[src/rtl/mem_access_block_pkg.sv]
// Shared RV64I opcode/funct3 constants, memory-stage FSM encoding and an
// alignment helper for the memory-access block.
package mem_access_block_pkg;

  localparam logic [6:0] OP_LOAD   = 7'b0000011;
  localparam logic [6:0] OP_STORE  = 7'b0100011;
  localparam logic [6:0] OP_BRANCH = 7'b1100011;

  localparam logic [2:0] FUNCT3_LB  = 3'b000;
  localparam logic [2:0] FUNCT3_LH  = 3'b001;
  localparam logic [2:0] FUNCT3_LW  = 3'b010;
  localparam logic [2:0] FUNCT3_LD  = 3'b011;
  localparam logic [2:0] FUNCT3_LBU = 3'b100;
  localparam logic [2:0] FUNCT3_LHU = 3'b101;
  localparam logic [2:0] FUNCT3_LWU = 3'b110;
  localparam logic [2:0] FUNCT3_SB  = 3'b000;
  localparam logic [2:0] FUNCT3_SH  = 3'b001;
  localparam logic [2:0] FUNCT3_SW  = 3'b010;
  localparam logic [2:0] FUNCT3_SD  = 3'b011;

  typedef enum logic [1:0] {
    MEM_IDLE = 2'b00,
    MEM_REQ  = 2'b01,
    MEM_WAIT = 2'b10
  } mem_state_e;

  // size: 0=byte 1=half 2=word 3=double (funct3[1:0])
  function automatic logic misaligned(input logic [1:0] size, input logic [2:0] lane);
    case (size)
      2'b00:   return 1'b0;
      2'b01:   return lane[0];
      2'b10:   return |lane[1:0];
      default: return |lane;
    endcase
  endfunction

endpackage

[src/rtl/mem_access_block_align.sv]
// Combinational lane logic: store byte enables/data shift, load extract and
// sign/zero extension, and the misalignment check.
module mem_access_block_align
  import mem_access_block_pkg::*;
(
  input  logic [2:0]  funct3_i,
  input  logic [2:0]  lane_i,
  input  logic [63:0] st_data_i,
  input  logic [63:0] ld_data_i,
  output logic [7:0]  be_o,
  output logic [63:0] wdata_o,
  output logic [63:0] ld_result_o,
  output logic        misalign_o
);

  logic [7:0]  be_base_s;
  logic [5:0]  bit_sh_s;
  logic [63:0] ld_shift_s;

  always_comb begin
    bit_sh_s = {lane_i, 3'b000};
    case (funct3_i[1:0])
      2'b00:   be_base_s = 8'h01;
      2'b01:   be_base_s = 8'h03;
      2'b10:   be_base_s = 8'h0F;
      default: be_base_s = 8'hFF;
    endcase
    be_o       = be_base_s << lane_i;
    wdata_o    = st_data_i << bit_sh_s;
    ld_shift_s = ld_data_i >> bit_sh_s;
    case (funct3_i)
      FUNCT3_LB:  ld_result_o = {{56{ld_shift_s[7]}}, ld_shift_s[7:0]};
      FUNCT3_LH:  ld_result_o = {{48{ld_shift_s[15]}}, ld_shift_s[15:0]};
      FUNCT3_LW:  ld_result_o = {{32{ld_shift_s[31]}}, ld_shift_s[31:0]};
      FUNCT3_LBU: ld_result_o = {56'd0, ld_shift_s[7:0]};
      FUNCT3_LHU: ld_result_o = {48'd0, ld_shift_s[15:0]};
      FUNCT3_LWU: ld_result_o = {32'd0, ld_shift_s[31:0]};
      default:    ld_result_o = ld_shift_s;
    endcase
    misalign_o = misaligned(funct3_i[1:0], lane_i);
  end

endmodule

[src/rtl/mem_access_block.sv]
// RV64I memory stage: issues aligned loads/stores over req/gnt/rvalid, extends
// load data, passes ALU results through, and stalls execute while busy.
module mem_access_block
  import mem_access_block_pkg::*;
#(
  parameter int TimeoutCycles = 255
) (
  input  logic        clk,
  input  logic        rst_n,
  input  logic [63:0] pc_i,
  input  logic        pc_valid_i,
  input  logic [31:0] inst_i,
  input  logic        inst_valid_i,
  input  logic [63:0] rdata_i,
  input  logic        rdata_valid_i,
  input  logic [63:0] raddr_i,
  input  logic        raddr_valid_i,
  output logic        stall_o,
  output logic        dmem_req_o,
  output logic        dmem_we_o,
  output logic [63:0] dmem_addr_o,
  output logic [7:0]  dmem_be_o,
  output logic [63:0] dmem_wdata_o,
  input  logic        dmem_gnt_i,
  input  logic        dmem_rvalid_i,
  input  logic [63:0] dmem_rdata_i,
  output logic [63:0] pc_o,
  output logic        pc_valid_o,
  output logic [31:0] inst_o,
  output logic        inst_valid_o,
  output logic [63:0] wdata_o,
  output logic        wdata_valid_o,
  output logic        misalign_o,
  output logic        bus_err_o
);

  mem_state_e  state_q, state_d;
  logic [7:0]  cnt_q, cnt_d;
  logic [63:0] txn_pc_q, txn_pc_d, txn_addr_q, txn_addr_d, txn_wdata_q, txn_wdata_d;
  logic [31:0] txn_inst_q, txn_inst_d;
  logic        txn_we_q, txn_we_d;
  logic [7:0]  txn_be_q, txn_be_d;
  logic [63:0] pc_q, pc_d, wdata_q, wdata_d;
  logic [31:0] inst_q, inst_d;
  logic        pc_valid_q, pc_valid_d, wdata_valid_q, wdata_valid_d;
  logic        misalign_q, misalign_d, bus_err_q, bus_err_d;

  logic [6:0]  op_s;
  logic [2:0]  f3_s;
  logic        idle_s, accept_s, is_load_s, is_store_s, is_mem_s, start_s;
  logic        store_done_s, load_done_s, timeout_s;
  logic [7:0]  al_be_s;
  logic [63:0] al_wdata_s, al_ld_s;
  logic        al_mis_s;

  assign op_s       = inst_i[6:0];
  assign f3_s       = inst_i[14:12];
  assign idle_s     = (state_q == MEM_IDLE);
  assign accept_s   = idle_s & pc_valid_i & inst_valid_i & rdata_valid_i & raddr_valid_i;
  assign is_load_s  = (op_s == OP_LOAD) && (f3_s != 3'b111);
  assign is_store_s = (op_s == OP_STORE) && !f3_s[2];
  assign is_mem_s   = is_load_s | is_store_s;
  assign start_s    = accept_s & is_mem_s & ~al_mis_s;

  assign store_done_s = (state_q == MEM_REQ) & dmem_gnt_i & txn_we_q;
  assign load_done_s  = (state_q == MEM_WAIT) & dmem_rvalid_i;
  // A completing response in the final cycle takes priority over the timeout.
  assign timeout_s    = !idle_s && (cnt_q == 8'(TimeoutCycles - 1)) && !store_done_s && !load_done_s;

  mem_access_block_align u_align (
    .funct3_i    (idle_s ? f3_s : txn_inst_q[14:12]),
    .lane_i      (idle_s ? raddr_i[2:0] : txn_addr_q[2:0]),
    .st_data_i   (rdata_i),
    .ld_data_i   (dmem_rdata_i),
    .be_o        (al_be_s),
    .wdata_o     (al_wdata_s),
    .ld_result_o (al_ld_s),
    .misalign_o  (al_mis_s)
  );

  always_ff @(posedge clk or negedge rst_n) begin
    if (!rst_n) begin
      state_q <= MEM_IDLE;
      cnt_q   <= 8'd0;
    end else begin
      state_q <= state_d;
      cnt_q   <= cnt_d;
    end
  end

  always_comb begin
    state_d = state_q;
    case (state_q)
      MEM_IDLE: state_d = start_s ? MEM_REQ : MEM_IDLE;
      MEM_REQ: begin
        if (timeout_s)       state_d = MEM_IDLE;
        else if (dmem_gnt_i) state_d = txn_we_q ? MEM_IDLE : MEM_WAIT;
        else                 state_d = MEM_REQ;
      end
      MEM_WAIT: state_d = (load_done_s || timeout_s) ? MEM_IDLE : MEM_WAIT;
      default:  state_d = MEM_IDLE;
    endcase
    cnt_d = (!idle_s && state_d != MEM_IDLE) ? cnt_q + 8'd1 : 8'd0;
  end

  always_comb begin
    stall_o      = !idle_s;
    dmem_req_o   = (state_q == MEM_REQ);
    dmem_we_o    = txn_we_q;
    dmem_addr_o  = {txn_addr_q[63:3], 3'b000};
    dmem_be_o    = txn_be_q;
    dmem_wdata_o = txn_wdata_q;
    pc_o          = pc_q;
    pc_valid_o    = pc_valid_q;
    inst_o        = inst_q;
    inst_valid_o  = pc_valid_q;
    wdata_o       = wdata_q;
    wdata_valid_o = wdata_valid_q;
    misalign_o    = misalign_q;
    bus_err_o     = bus_err_q;
  end

  always_comb begin
    txn_pc_d      = txn_pc_q;
    txn_inst_d    = txn_inst_q;
    txn_addr_d    = txn_addr_q;
    txn_we_d      = txn_we_q;
    txn_be_d      = txn_be_q;
    txn_wdata_d   = txn_wdata_q;
    pc_d          = pc_q;
    inst_d        = inst_q;
    wdata_d       = wdata_q;
    pc_valid_d    = 1'b0;
    wdata_valid_d = 1'b0;
    misalign_d    = 1'b0;
    bus_err_d     = 1'b0;
    if (start_s) begin
      txn_pc_d    = pc_i;
      txn_inst_d  = inst_i;
      txn_addr_d  = raddr_i;
      txn_we_d    = is_store_s;
      txn_be_d    = is_store_s ? al_be_s : 8'hFF;
      txn_wdata_d = is_store_s ? al_wdata_s : 64'd0;
    end else if (accept_s) begin
      pc_d       = pc_i;
      inst_d     = inst_i;
      pc_valid_d = 1'b1;
      if (is_mem_s) begin
        misalign_d = 1'b1;
      end else begin
        wdata_d       = rdata_i;
        wdata_valid_d = (op_s != OP_BRANCH) && (op_s != OP_STORE);
      end
    end else if (load_done_s) begin
      pc_d          = txn_pc_q;
      inst_d        = txn_inst_q;
      wdata_d       = al_ld_s;
      pc_valid_d    = 1'b1;
      wdata_valid_d = 1'b1;
    end else if (store_done_s || timeout_s) begin
      pc_d       = txn_pc_q;
      inst_d     = txn_inst_q;
      pc_valid_d = 1'b1;
      bus_err_d  = timeout_s;
    end else begin
      pc_valid_d = 1'b0;
    end
  end

  always_ff @(posedge clk or negedge rst_n) begin
    if (!rst_n) begin
      txn_pc_q      <= 64'd0;
      txn_inst_q    <= 32'd0;
      txn_addr_q    <= 64'd0;
      txn_we_q      <= 1'b0;
      txn_be_q      <= 8'd0;
      txn_wdata_q   <= 64'd0;
      pc_q          <= 64'd0;
      inst_q        <= 32'd0;
      wdata_q       <= 64'd0;
      pc_valid_q    <= 1'b0;
      wdata_valid_q <= 1'b0;
      misalign_q    <= 1'b0;
      bus_err_q     <= 1'b0;
    end else begin
      txn_pc_q      <= txn_pc_d;
      txn_inst_q    <= txn_inst_d;
      txn_addr_q    <= txn_addr_d;
      txn_we_q      <= txn_we_d;
      txn_be_q      <= txn_be_d;
      txn_wdata_q   <= txn_wdata_d;
      pc_q          <= pc_d;
      inst_q        <= inst_d;
      wdata_q       <= wdata_d;
      pc_valid_q    <= pc_valid_d;
      wdata_valid_q <= wdata_valid_d;
      misalign_q    <= misalign_d;
      bus_err_q     <= bus_err_d;
    end
  end

endmodule

[config.mk]
export PLATFORM = sky130hd
export DESIGN_NAME = mem_access_block
export DESIGN_NICKNAME = d
export VERILOG_FILES = /design/src/rtl/mem_access_block_pkg.sv /design/src/rtl/mem_access_block_align.sv /design/src/rtl/mem_access_block.sv
export SDC_FILE = /design/constraint.sdc
export NUM_CORES = 1
export LEC_CHECK = 0
export ABC_AREA = 0
export CORE_AREA = 3 3 235 237
export DETAILED_ROUTE_END_ITERATION = 6
export DIE_AREA = 0 0 238 240
export PLACE_DENSITY = 0.69
export SKIP_CTS_REPAIR_TIMING = 1
export SYNTH_ARGS = -nofsm -noshare
export SYNTH_HDL_FRONTEND = slang
export SYNTH_SLANG_ARGS = --single-unit
[constraint.sdc]
create_clock -name clk -period 2.6 [get_ports clk]
set_input_delay 0.52 -clock clk [delete_from_list [all_inputs] [get_ports clk]]
set_output_delay 0.52 -clock clk [all_outputs]
set_load 0.1 [all_outputs]
==> flow_metrics.env, run 1 <==
export IMPL_antenna_found_initial=8
export IMPL_htree_levels=2
export IMPL_status="finished, final reports clean"
export IMPL_grt_util_all_layers_pct=31.7
export IMPL_ys_seq_elements=407
export IMPL_rrSetupSlack_ps=60
export IMPL_final_antenna_net_count=0
export IMPL_gp_congestion=1.04
export IMPL_hold_path_class="in2async"
export IMPL_routed_wl_mm=93.8
export IMPL_async_reset_ff_share_pct=100
export IMPL_rr_worst_depth=10
export IMPL_grt_first_pass_wirelength_mm=136
export IMPL_syn_area_per_cell_um2=9.02
export IMPL_fin_crit_sh_pct=97.6
export IMPL_startpoint_type="flop"
export IMPL_drt_iter0_markers=2024
export IMPL_ys_flop_type="dfrtp_1"
export IMPL_synth_cells=2305
export IMPL_cp_required_ps=3080
export IMPL_max_clock_path_buffers=3
export IMPL_path_class="reg2reg"
export IMPL_finalClockSkew_ps=43.1
export IMPL_fin_ws_ps=63.7
export IMPL_period_needed_ps=2540
export IMPL_yosysTopAreaCell="dfrtp_1"
export IMPL_final_setup_viol_count=0
export IMPL_hpwl_mm=72.3
export IMPL_dieArea_mm2=0.0571
export IMPL_wl_per_cell_um=25.1
export IMPL_endpoint_kind="flop"
export IMPL_start_util_pct=38.9
export IMPL_slew_viol_final=0
export IMPL_grt_max_degree=62
export IMPL_reg2reg_to="wdata_o[3]$_DFFE_PN0P_"
export IMPL_clock_sinks=407
export IMPL_tightest_slew_ps=663
export IMPL_drive_gt1_share_pct=23.6
export IMPL_yosys_top_cells_count="nand2_1 (708), dfrtp_1 (407), o21ai_0 (205), mux2i_1 (190), a21oi_1 (100)"
export IMPL_drc=0
export IMPL_placed_area_mm2=0.0283
export IMPL_max_cap_viol_count=0
export IMPL_max_freq_mhz=394
export IMPL_die_w_um=238
export IMPL_syn2layout_area_growth_pct=44.1
export IMPL_power_density_mw_per_mm2=599
export IMPL_nFillCells=4712
export IMPL_crit_start="state_q[0]$_DFF_PN0_"
export IMPL_ys_top_cells_by_area="dfrtp_1 (49%), nand2_1 (13%), mux2i_1 (9.1%), o21ai_0 (4.9%), buf_4 (2.7%)"
export IMPL_final_hold_violation_count=0
export IMPL_totalPowerFinal_mw=17.9
export IMPL_path_clk_slew_ps=60
export IMPL_fin_area_mm2=0.0300
export IMPL_num_rows=85
export IMPL_num_vias=20800
export IMPL_cts_tree="yes"
export IMPL_reg2reg_from="state_q[0]$_DFF_PN0_"
export IMPL_synth_cell_area_mm2=0.0208
export IMPL_synth_edf_count=0
export IMPL_ys_types=79
export IMPL_port_buffers=596
export IMPL_place_worst_setup_slack_ps=-519
export IMPL_synth_seq_area_share_pct=49.0
export IMPL_synth_top_area_share_pct=49.0
export IMPL_cts_made_buffers=47
export IMPL_ir_worst_vdd_v=0.000495
export IMPL_vias_per_cell=5.56
export IMPL_drt_pass1_iter_count=6
export IMPL_coreArea_mm2=0.0535
export IMPL_relSlewSlack_pct=55.6
export IMPL_crit_end="wdata_o[3]$_DFFE_PN0P_"
export IMPL_yosys_warnings=0
export IMPL_leakage_nw=14.9
export IMPL_overflow=0
export IMPL_synth_most_common_cell="nand2_1"
export IMPL_io_pins=600
export IMPL_grt_pass1_vias=20500
export IMPL_final_nets=3291
export IMPL_cts_root_buf="clkbuf_16"
export IMPL_fp_dieH_um=240
export IMPL_worstPathArrival_ps=3020
export IMPL_cp_max_fo=12
export IMPL_insertion_delay_ps=620
-- worst max-delay path, stage by stage (launching register included) --
cell,delay (ps)
dfrtp_2,470
buf_4,190
o21a_1,230
nor2_4,140
buf_12,180
buf_4,160
mux2i_1,260
mux2i_1,140
o21ai_0,410
buf_4,190
a21oi_1,50
-- where the power goes --
part / internal, mW / leakage, nW / switching, mW / total [mW]
clock: 4.08 / 0.798 / 2.88 / 6.96
combinational: 1.31 / 8.74 / 2.91 / 4.22
sequential: 6.55 / 5.39 / 0.217 / 6.77
-- registers in the layout, indices dropped and copies added, names as in the netlist --
signal	cells
bus_err_o	1
cnt_q	8
dmem_be_o	8
dmem_wdata_o	64
dmem_we_o	1
inst_o	32
inst_valid_o	1
misalign_o	1
pc_o	64
state_q	2
txn_addr_q	64
txn_inst_q	32
txn_pc_q	64
wdata_o	64
wdata_valid_o	1
-- metal layers --
metal | global-route usage [%] | wire length [um] | up-vias
met3 | 9.44 | 9680 | 239
met1 | 40.4 | 36200 | 10100
met5 | 0 | 43 | -
met4 | 14.7 | 5110 | 6
met2 | 50.0 | 42700 | 1124
li1 | - | - | 9284
-- per-stage QoR --
stage	utilization [%]	hold slack, ps	instances	TNS [ps]
6_report	56.0	428	3733	0
3_5_place_dp	52.8	457	3639	-134190
5_1_grt	56.0	413	3728	-2.64
2_1_floorplan	-	224	2307	0
3_3_place_gp	52.8	453	3639	-107030
4_1_cts	55.9	-122	3726	-201
-- how the worst min path moves through the flow --
| stage | startpoint | endpoint | cells past startpoint |
|---|---|---|---|
| global placement | txn_inst_q[1]$_DFFE_PN0N_ | txn_inst_q[1]$_DFFE_PN0N_ | 1 |
| global route | raddr_i[29] | txn_addr_q[29]$_DFFE_PN0N_ | 3 |
| CTS | rst_n | txn_pc_q[10]$_DFFE_PN0N_ | 1 |
| detailed placement | txn_inst_q[0]$_DFFE_PN0N_ | txn_inst_q[0]$_DFFE_PN0N_ | 1 |
| finish | rst_n | txn_pc_q[10]$_DFFE_PN0N_ | 2 |
| floorplan | rst_n | bus_err_o$_DFF_PN0_ | 0 |
-- logic make-up after synthesis --
kind of cell / after synthesis / share of synthesized area [%]
and+or+nand+nor: 909 / 18.3
AOI/OAI and AO/OA: 538 / 15.9
DFF: 407 / 49.0
buffers and inverters: 243 / 6.57
muxes: 199 / 9.87
xor gates and xnor gates: 6 / 0.253
adders and majority gates: 2 / 0.120
other: 1 / 0.0180
-- placed cells by master (no fill, tap or decap), types with 5 or more instances in the layout --
master and count:
a311oi_1 5, a22o_1 21, and2_1 6, o21a_1 6, o21ai_0 203, clkbuf_16 47
a21oi_1 100, clkbuf_8 11, diode_2 6, o221ai_1 6, inv_1 6, a211oi_1 12
buf_12 45, dfrtp_1 405, o22a_1 13, a21o_1 9, nor3_1 10, o31ai_1 6
o21ai_1 19, nor2_1 54, clkinv_2 10, mux2i_1 190, clkbuf_1 8, clkdlybuf4s50_1 294
nand3_1 28, or3_1 56, a22oi_1 6, nand2_1 706, and3_1 11, a31oi_1 65
a221oi_1 16, buf_4 531, o22ai_1 9
-- area by class of cell --
type	instances	area, um^2	share of cell area, %
flip-flops and latches	407	10200	34.0
well taps	696	871	2.91
diodes	6	15.0	0.0501
multi-input cells	1657	9360	31.2
repair buffers	873	7870	26.3
clock inverters	21	278	0.927
clock buffers	66	1360	4.53
inverters	7	26.3	0.0877
No activity file was read; power rests on OpenSTA's default activity.
==> run 2: changes to the inputs <==
--- a/config.mk
+++ b/config.mk
@@ -9,7 +9,7 @@
 export CORE_AREA = 3 3 235 237
 export DETAILED_ROUTE_END_ITERATION = 6
 export DIE_AREA = 0 0 238 240
-export PLACE_DENSITY = 0.69
+export PLACE_DENSITY = 0.75
 export SKIP_CTS_REPAIR_TIMING = 1
 export SYNTH_ARGS = -nofsm -noshare
 export SYNTH_HDL_FRONTEND = slang
==> run 2 against run 1 <==
Flip-flop and latch count unchanged. Core utilization rose by 0.12 points. Clock power fell by 0.6%. Design area up 0.22%. Power fell by 0.26%. Register-to-register slack barely moved. Non-clock buffer count shrank 10. Count of clock-buffer cells in the layout decreased by 8. Critical path depth is 1 lower. Sequential share of layout area is 0.075 points lower. Die area stayed put. Critical path type unchanged. Critical endpoint is now wdata_o[6]$_DFFE_PN0P_. Largest cell class unchanged. Largest power group unchanged. Highest routed layer unchanged.
==> flow_metrics.env, run 2 (synthesis gave the netlist of run 1 again) <==
export IMPL_final_antenna_net_count=0
export IMPL_relSlewSlack_pct=44.8
export IMPL_drive_gt1_share_pct=23.5
export IMPL_num_vias=20800
export IMPL_cp_required_ps=3090
export IMPL_final_util_pct=56.1
export IMPL_dieArea_mm2=0.0571
export IMPL_path_clk_slew_ps=60
export IMPL_finalClockSkew_ps=25.2
export IMPL_fp_dieH_um=240
export IMPL_multi_input_area_mm2=0.00937
export IMPL_leakage_nw=14.9
export IMPL_regArea_mm2=0.0102
export IMPL_wl_per_cell_um=25.0
export IMPL_insertion_delay_ps=600
export IMPL_final_hold_violation_count=0
export IMPL_antenna_found_initial=10
export IMPL_placed_area_mm2=0.0283
export IMPL_mostFrequentLayoutCell="nand2_1"
export IMPL_port_buffers=596
export IMPL_place_worst_setup_slack_ps=-463
export IMPL_holdWs_ps=436
export IMPL_gp_congestion=1.03
export IMPL_hpwl_mm=71.8
export IMPL_max_freq_mhz=392
export IMPL_max_clock_path_buffers=3
export IMPL_slew_viol_final=0
export IMPL_cts_made_buffers=46
export IMPL_max_cap_viol_count=0
export IMPL_overflow=0
export IMPL_ir_worst_vdd_v=0.000528
export IMPL_endpoint_kind="flop"
export IMPL_die_w_um=238
export IMPL_worstPathArrival_ps=3040
export IMPL_clock_sinks=407
export IMPL_hold_path_class="in2async"
export IMPL_dp_cells=3629
export IMPL_grt_pass1_vias=20900
export IMPL_power_density_mw_per_mm2=596
export IMPL_cts_root_buf="clkbuf_16"
export IMPL_final_nets=3280
export IMPL_nFillCells=4584
export IMPL_drc=0
export IMPL_instances_no_fill=3724
export IMPL_fin_ws_ps=50.1
export IMPL_coreArea_mm2=0.0535
export IMPL_htree_levels=2
export IMPL_grt_max_degree=97
export IMPL_path_class="reg2reg"
export IMPL_totalPowerFinal_mw=17.9
export IMPL_start_util_pct=38.9
export IMPL_drt_pass1_iter_count=6
export IMPL_startpoint_type="flop"
export IMPL_syn2layout_area_growth_pct=44.4
export IMPL_vias_per_cell=5.59
export IMPL_mostFrequentLayoutCells="nand2_1 (706), buf_4 (511), dfrtp_1 (405), clkdlybuf4s50_1 (294), o21ai_0 (197)"
export IMPL_fin_setup_tns_ps=0
export IMPL_num_rows=85
export IMPL_grt_first_pass_wirelength_mm=135
export IMPL_tightest_slew_ps=829
export IMPL_grt_util_all_layers_pct=31.5
export IMPL_fin_crit_sh_pct=98.1
export IMPL_status="finished, final reports clean"
export IMPL_fin_area_mm2=0.0300
export IMPL_io_pins=600
export IMPL_cp_max_fo=30
export IMPL_routed_wl_mm=92.9
export IMPL_period_needed_ps=2550
export IMPL_final_setup_viol_count=0
export IMPL_drt_iter0_markers=1890
export IMPL_cts_tree="yes"
[run 2: changes by cell type in the layout (fill, tap and decap cells not counted), sizes merged]
cell	previous run	this run
diode	6	9
clkbuf	66	58
clkinvlp	3	4
bufinv	4	6
buf	578	568
clkinv	14	15
inv	7	9
[run 2: power by group]
group | internal [mW] | switching, mW
clock network | 4.09 | 2.83
logic | 1.32 | 2.93
registers | 6.55 | 0.184
[run 2: layer usage]
layer / vias to the layer above / track usage, % / wire length (um)
met3: 255 / 10.6 / 10000
met5: - / 0 / 26
li1: 9289 / - / -
met4: 4 / 14.9 / 4930
met1: 10100 / 39.3 / 36100
met2: 1140 / 49.5 / 41800
[run 2: path summary, 6_finish.rpt]
kind                                      startpoint                         end  slack [ps]  cells past startpoint
min in group clk                          raddr_i[9]   txn_addr_q[9]$_DFFE_PN0N_         450                      3
max in group asynchronous                      rst_n  txn_addr_q[32]$_DFFE_PN0N_        1380                      3
min reg2reg                txn_addr_q[3]$_DFFE_PN0N_   txn_addr_q[3]$_DFFE_PN0N_         470                      2
max                             state_q[1]$_DFF_PN0_      wdata_o[6]$_DFFE_PN0P_          50                      9
max reg2reg                     state_q[1]$_DFF_PN0_      wdata_o[6]$_DFFE_PN0P_          50                      9
min                                            rst_n       dmem_we_o$_DFFE_PN0N_         440                      2
[run 2: cell type report]
type                       count  area share (%)
inverter                       7          0.0875
timing repair buffer         863            26.4
tap                          696            2.90
clock inverter                27            1.19
multi-input combinational   1657            31.2
sequential                   407            33.9
clock buffer                  58            4.22
antenna                        9          0.0750
[run 2: worst max-delay path, stage by stage (launching register included)]
cell and delay (ps):
dfrtp_2 490, buf_4 190, o21ai_2 210, and2_2 240, buf_12 170, buf_12 220
mux2i_1 470, o21ai_2 180, buf_4 170, a21oi_1 120
